**config.mk**
```make
export PLATFORM = sky130hd
export DESIGN_NAME = pll_reset_sequencer_flat
export DESIGN_NICKNAME = d
export VERILOG_FILES = /design/src/rtl/pll_reset_sequencer_if.sv /design/src/rtl/pll_reset_sequencer.sv /design/src/flat_wrapper.sv
export SDC_FILE = /design/constraint.sdc
export NUM_CORES = 1
export LEC_CHECK = 0
export BUFFER_PORTS_ARGS = -buffer_cell sky130_fd_sc_hd__buf_2
export CORE_ASPECT_RATIO = 0.6
export CORE_MARGIN = 10
export CORE_UTILIZATION = 60
export CTS_BUF_LIST = sky130_fd_sc_hd__clkbuf_8
export CTS_CLUSTER_DIAMETER = 80
export DETAILED_ROUTE_END_ITERATION = 16
export HOLD_SLACK_MARGIN = 0.12
export PLACE_DENSITY = 0.83
export RECOVER_POWER = 25
export SLEW_MARGIN = 10
export SYNTH_ARGS = -nofsm -noshare
export SYNTH_HDL_FRONTEND = slang
export SYNTH_SLANG_ARGS = --single-unit
```
**constraint.sdc**
```tcl
create_clock -name refclk -period 3.5 [get_ports refclk]
set_input_delay 0.875 -clock refclk [delete_from_list [all_inputs] [get_ports refclk]]
set_output_delay 0.875 -clock refclk [all_outputs]
set_load 0.03 [all_outputs]
```
**src/rtl/pll_reset_sequencer_if.sv**
```systemverilog
// Signal bundle between the PLL reset sequencer and the PLL / reset fabric it controls.
interface pll_reset_sequencer_if;
    logic       pll_locked;
    logic       soft_rst_req;
    logic       pll_rst;
    logic       sys_rst_n;
    logic       ready;
    logic       error;
    logic [2:0] state;
    logic [3:0] retry_cnt;
    logic [7:0] lockloss_cnt;

    modport master (
        input  pll_locked, soft_rst_req,
        output pll_rst, sys_rst_n, ready, error, state, retry_cnt, lockloss_cnt
    );

    modport slave (
        output pll_locked, soft_rst_req,
        input  pll_rst, sys_rst_n, ready, error, state, retry_cnt, lockloss_cnt
    );
endinterface

```
**src/rtl/pll_reset_sequencer.sv**
```systemverilog
// PLL power-up / lock-qualification sequencer driving the PLL reset and the system reset.
// Define PLL_RESET_SEQUENCER_LOCKLOSS_CNT_EN to implement the lock-loss counter.
module pll_reset_sequencer #(
    parameter int RST_CYCLES    = 16,
    parameter int LOCK_TIMEOUT  = 100000,
    parameter int STABLE_CYCLES = 1024,
    parameter int MAX_RETRIES   = 3
) (
    input  logic                  refclk,
    input  logic                  rst_n,
    pll_reset_sequencer_if.master bus
);
    localparam int MAX_A = (RST_CYCLES > LOCK_TIMEOUT) ? RST_CYCLES : LOCK_TIMEOUT;
    localparam int MAX_B = (STABLE_CYCLES > MAX_RETRIES) ? STABLE_CYCLES : MAX_RETRIES;
    localparam int MAX_P = (MAX_A > MAX_B) ? MAX_A : MAX_B;
    localparam int TW    = $clog2(MAX_P);

    localparam logic [TW-1:0] RST_LAST    = TW'(RST_CYCLES - 1);
    localparam logic [TW-1:0] LOCK_LAST   = TW'(LOCK_TIMEOUT - 1);
    localparam logic [TW-1:0] STABLE_LAST = TW'(STABLE_CYCLES - 1);
    localparam logic [3:0]    RETRY_LIMIT = 4'(MAX_RETRIES);

    typedef enum logic [2:0] {
        ASSERT_RST = 3'd0,
        WAIT_LOCK  = 3'd1,
        STABLE     = 3'd2,
        RUN        = 3'd3,
        ERROR      = 3'd4
    } state_t;

    state_t        state_q, state_d;
    logic [TW-1:0] timer_q, timer_d;
    logic [3:0]    retry_q, retry_d;
    logic [1:0]    sync_ff;
    logic          locked_s;
    logic          restart;
    logic          lockloss_inc;
    logic          pll_rst_q, sys_rst_n_q, ready_q, error_q;

    // pll_locked comes from the PLL's own clock domain
    always_ff @(posedge refclk or negedge rst_n) begin
        if (!rst_n) begin
            sync_ff <= 2'b00;
        end else begin
            sync_ff <= {sync_ff[0], bus.pll_locked};
        end
    end

    assign locked_s = sync_ff[1];

    always_comb begin
        state_d      = state_q;
        retry_d      = retry_q;
        restart      = 1'b0;
        lockloss_inc = 1'b0;
        if (bus.soft_rst_req) begin
            state_d = ASSERT_RST;
            retry_d = '0;
            restart = 1'b1;
        end else begin
            unique case (state_q)
                ASSERT_RST: if (timer_q == RST_LAST) state_d = WAIT_LOCK;
                WAIT_LOCK: begin
                    if (locked_s) begin
                        state_d = STABLE;
                    end else if (timer_q == LOCK_LAST) begin
                        retry_d = retry_q + 4'd1;
                        state_d = (retry_d == RETRY_LIMIT) ? ERROR : ASSERT_RST;
                    end
                end
                STABLE: begin
                    if (!locked_s) state_d = WAIT_LOCK;
                    else if (timer_q == STABLE_LAST) state_d = RUN;
                end
                RUN: begin
                    if (!locked_s) begin
                        state_d      = ASSERT_RST;
                        lockloss_inc = 1'b1;
                    end
                end
                ERROR:   state_d = ERROR;
                default: state_d = ASSERT_RST;
            endcase
            if (state_d == RUN && state_q != RUN) retry_d = '0;
        end
        // A soft restart re-arms the reset timer even if already in ASSERT_RST
        timer_d = (restart || state_d != state_q) ? '0 : timer_q + TW'(1);
    end

    always_ff @(posedge refclk or negedge rst_n) begin
        if (!rst_n) begin
            state_q     <= ASSERT_RST;
            timer_q     <= '0;
            retry_q     <= '0;
            pll_rst_q   <= 1'b1;
            sys_rst_n_q <= 1'b0;
            ready_q     <= 1'b0;
            error_q     <= 1'b0;
        end else begin
            state_q     <= state_d;
            timer_q     <= timer_d;
            retry_q     <= retry_d;
            pll_rst_q   <= (state_d == ASSERT_RST) || (state_d == ERROR);
            sys_rst_n_q <= (state_d == RUN);
            ready_q     <= (state_d == RUN);
            error_q     <= (state_d == ERROR);
        end
    end

`ifdef PLL_RESET_SEQUENCER_LOCKLOSS_CNT_EN
    logic [7:0] lockloss_q;

    always_ff @(posedge refclk or negedge rst_n) begin
        if (!rst_n) begin
            lockloss_q <= 8'd0;
        end else if (lockloss_inc && !bus.soft_rst_req && lockloss_q != 8'hFF) begin
            lockloss_q <= lockloss_q + 8'd1;
        end
    end

    assign bus.lockloss_cnt = lockloss_q;
`else
    logic lockloss_unused;
    assign lockloss_unused  = lockloss_inc;
    assign bus.lockloss_cnt = 8'd0;
`endif

    assign bus.state     = state_q;
    assign bus.retry_cnt = retry_q;
    assign bus.pll_rst   = pll_rst_q;
    assign bus.sys_rst_n = sys_rst_n_q;
    assign bus.ready     = ready_q;
    assign bus.error     = error_q;
endmodule

```
**src/flat_wrapper.sv**
```systemverilog
// flat-port wrapper written by rule: the top's interface ports become plain ports
module pll_reset_sequencer_flat 
#(
    parameter int RST_CYCLES    = 16,
    parameter int LOCK_TIMEOUT  = 100000,
    parameter int STABLE_CYCLES = 1024,
    parameter int MAX_RETRIES   = 3
)
  (refclk, rst_n, bus_pll_locked, bus_soft_rst_req, bus_pll_rst, bus_sys_rst_n, bus_ready, bus_error, bus_state, bus_retry_cnt, bus_lockloss_cnt);
  pll_reset_sequencer_if bus_i ();
  input  logic refclk;
  input  logic rst_n;
  input wire logic [$bits(bus_i.pll_locked)-1:0] bus_pll_locked;
  input wire logic [$bits(bus_i.soft_rst_req)-1:0] bus_soft_rst_req;
  output wire logic [$bits(bus_i.pll_rst)-1:0] bus_pll_rst;
  output wire logic [$bits(bus_i.sys_rst_n)-1:0] bus_sys_rst_n;
  output wire logic [$bits(bus_i.ready)-1:0] bus_ready;
  output wire logic [$bits(bus_i.error)-1:0] bus_error;
  output wire logic [$bits(bus_i.state)-1:0] bus_state;
  output wire logic [$bits(bus_i.retry_cnt)-1:0] bus_retry_cnt;
  output wire logic [$bits(bus_i.lockloss_cnt)-1:0] bus_lockloss_cnt;
  assign bus_i.pll_locked = bus_pll_locked;
  assign bus_i.soft_rst_req = bus_soft_rst_req;
  assign bus_pll_rst = bus_i.pll_rst;
  assign bus_sys_rst_n = bus_i.sys_rst_n;
  assign bus_ready = bus_i.ready;
  assign bus_error = bus_i.error;
  assign bus_state = bus_i.state;
  assign bus_retry_cnt = bus_i.retry_cnt;
  assign bus_lockloss_cnt = bus_i.lockloss_cnt;
  pll_reset_sequencer #(.RST_CYCLES(RST_CYCLES), .LOCK_TIMEOUT(LOCK_TIMEOUT), .STABLE_CYCLES(STABLE_CYCLES), .MAX_RETRIES(MAX_RETRIES)) u_core (.refclk(refclk), .rst_n(rst_n), .bus(bus_i));
endmodule
```
==> results.md <==
* Routing usage on met3 at 7.22%
* Max-slew violations at 30
* Initial Utilization at 64.4%
* Root buf cell: clkbuf_8
* Starting DRC count in detailed routing at 94
* Synth Instances at 168
* Top cells by count, synth: dfrtp_1 (28), nor2_1 (15), xnor2_1 (11)
* Failing checks: capacitance limit, slew limit
* Layout cells sized above 1 at 16.1%
* Routed len/inst at 17.4 um
* Wire length of the first global-routing pass at 6060 um
* Worst slack, placed at 1190 ps
* Post-synthesis sequential area ratio at 44.1%
* Max VDD drop at 325 uV
* Worst path arrival time at 2540 ps
* Static leakage at 0.766 nW
* Critical path class: reg2reg
* Antenna Nets Post-Route at 0
* # diodes at 0
* Final Hold Vio Count at 0
* Final Core Density at 68.9%
* GRT Max-Usage Layer: met1
* CTS resizes at 0
* Final setup fails at 0
* Filler cells at 197
* Die H at 60.6 um
* Area grow syn2layout at 7.07%
* Dpl cell area at 0.00168 mm^2
* Mean area per synthesized cell at 9.80 um^2
* Die area at 0.00531 mm^2
* CTS Hold Buffers Added at 0
* Synth unique cells at 43
* Met2 usage at 20.0%
* Final instance area at 0.00176 mm^2
* Critical Path Source Type: flop
* Crit path top cell by count: or3_1
* Clk pin slew, worst setup/hold paths at 60 ps
* Max Fanout on Critical Path at 10
* CTS tree: done
* Grt ovf at 0
* CP cell instances: ha_1, nand4_1, or3_1, o22ai_1, or3_1, a211oi_1
* Via count of the first global-routing pass at 1192
* Hold WC Path Type: reg2reg
* Status: finished, violations left
* CP required at 3670 ps
* Site Rows at 14
* 1st-pass router iterations at 4
* Placed instance count at 204
* Fin crit share at 67.6%
* Core area at 0.00256 mm^2
* Die Wd at 87.6 um
* Setup WS post-layout at 1130 ps
* Gr usage total at 15.0%
* Net count, final at 186
* Post-route setup TNS at 0 ps
* FFs w/ async S/R, synth at 100%
* Max incr delay on CP at 560 ps
* Largest net degree at the start of global routing at 30
* Synth Flop Type: dfrtp_1
* CTS max path bufs at 2
* Clock Sink Count at 29
* Min Tclk post-route at 2370 ps
* Pwr per Cell Area at 359 mW/mm^2
* Met1 usage at 20.2%
* Fmax at 423 MHz
* Endpoint class of the critical path: flop
* # IOs at 23
* Top post-synthesis cells by area: dfrtp_1 (43%), xnor2_1 (5.9%), a211oi_1 (4.6%)
* Final Skew at 6.67 ps
* Clk Latency, worst-skew pair at 290 ps
* Post-synth EDFFs at 0
* Drt total wl at 3690 um
* Post-Syn Area at 0.00165 mm^2
* Yosys top cell by area: dfrtp_1
* DRC at 0
* RSZ-0062 raised after global routing: false
* Post-synth top area share at 42.6%
* Yosys warning count at 0
* WHS at 350 ps
* Tot Pwr at 632 uW
* Slew HR at -6.56%
* Initial antenna violation count at 0
* Post-route insts no fill at 212
* Worst-margin pin slew at 1600 ps
* Routed vias/inst at 6.06
* Number of port buffers at 14
* Routed via count at 1285
* HPWL after detailed placement at 2680 um
* Setup bufs post-CTS at 0
* Total CTS buffers at 5
* H-tree depth at 2
* Max_cap viols at 1
* Slowest CP cell: or3_1
* GP Congestion at 0.946
* Most numerous cell in the Yosys netlist: dfrtp_1
* Yosys reg bits at 29
-- flip-flops by register name, indices dropped and copies added (netlist names) --
name	count
u_core.bus.error	1
u_core.bus.pll_rst	1
u_core.bus.retry_cnt	4
u_core.bus.state	3
u_core.bus.sys_rst_n	1
u_core.sync_ff	2
u_core.timer_q	17
-- logic make-up after synthesis --
logic type,synth area share [%]
and+or+nand+nor,24.2
DFF,44.1
AOI/OAI and AO/OA,12.2
buffers and inverters,7.37
xor gates and xnor gates,9.57
adders and majority gates,2.28
other,0.228
-- cell usage in the layout (no fill, tap or decap), types with 4 or more instances in the layout --
cell type,count
nand3_1,7
inv_1,9
clkbuf_8,5
nor3_1,7
xnor2_1,11
xor2_1,7
nor2_1,15
a211oi_1,10
conb_1,8
buf_2,13
nand2_1,8
dfrtp_1,28
nand4_1,4
or3_1,8
a21oi_1,4
-- worst max-delay path, delay by kind of cell, from the launching register on --
family | cells | cell delay, ps
AOI/OAI and AO/OA | 2 | 520
adders and majority gates | 1 | 260
DFF | 1 | 400
and+or+nand+nor | 3 | 1070
-- where the power goes --
part	switching, mW	internal (mW)
logic	0.0271	0.00524
clock network	0.124	0.132
registers	0.00442	0.340
-- final timing paths --
| path | from | to | slack (ps) | depth (start not counted) |
|---|---|---|---|---|
| max reg2reg | u_core.timer_q[0]$_DFF_PN0_ | u_core.timer_q[7]$_DFF_PN0_ | 1130 | 6 |
| max | u_core.timer_q[0]$_DFF_PN0_ | u_core.timer_q[7]$_DFF_PN0_ | 1130 | 6 |
| min | u_core.sync_ff[0]$_DFF_PN0_ | u_core.sync_ff[1]$_DFF_PN0_ | 350 | 0 |
| min reg2reg | u_core.sync_ff[0]$_DFF_PN0_ | u_core.sync_ff[1]$_DFF_PN0_ | 350 | 0 |
| max in group asynchronous | rst_n | u_core.bus.state[0]$_DFF_PN0_ | 1590 | 1 |
| min in group asynchronous | rst_n | u_core.sync_ff[0]$_DFF_PN0_ | 980 | 1 |
-- layout make-up --
type	instances	area (um^2)	share of cell area, %
multi-input combinational	123	825	46.8
sequential	29	727	41.2
clock buffer	5	68.8	3.90
timing repair buffer	14	68.8	3.90
tap	32	40.0	2.27
inverter	6	22.5	1.28
clock inverter	3	11.3	0.639
-- metal layers --
layer  part of all wire (%)  vias up
met5                      0        -
met4                    1.2        0
met3                    9.5        5
met2                     40       46
met1                     49      631
li1                       -      603
(Power assumes the default switching activity.)
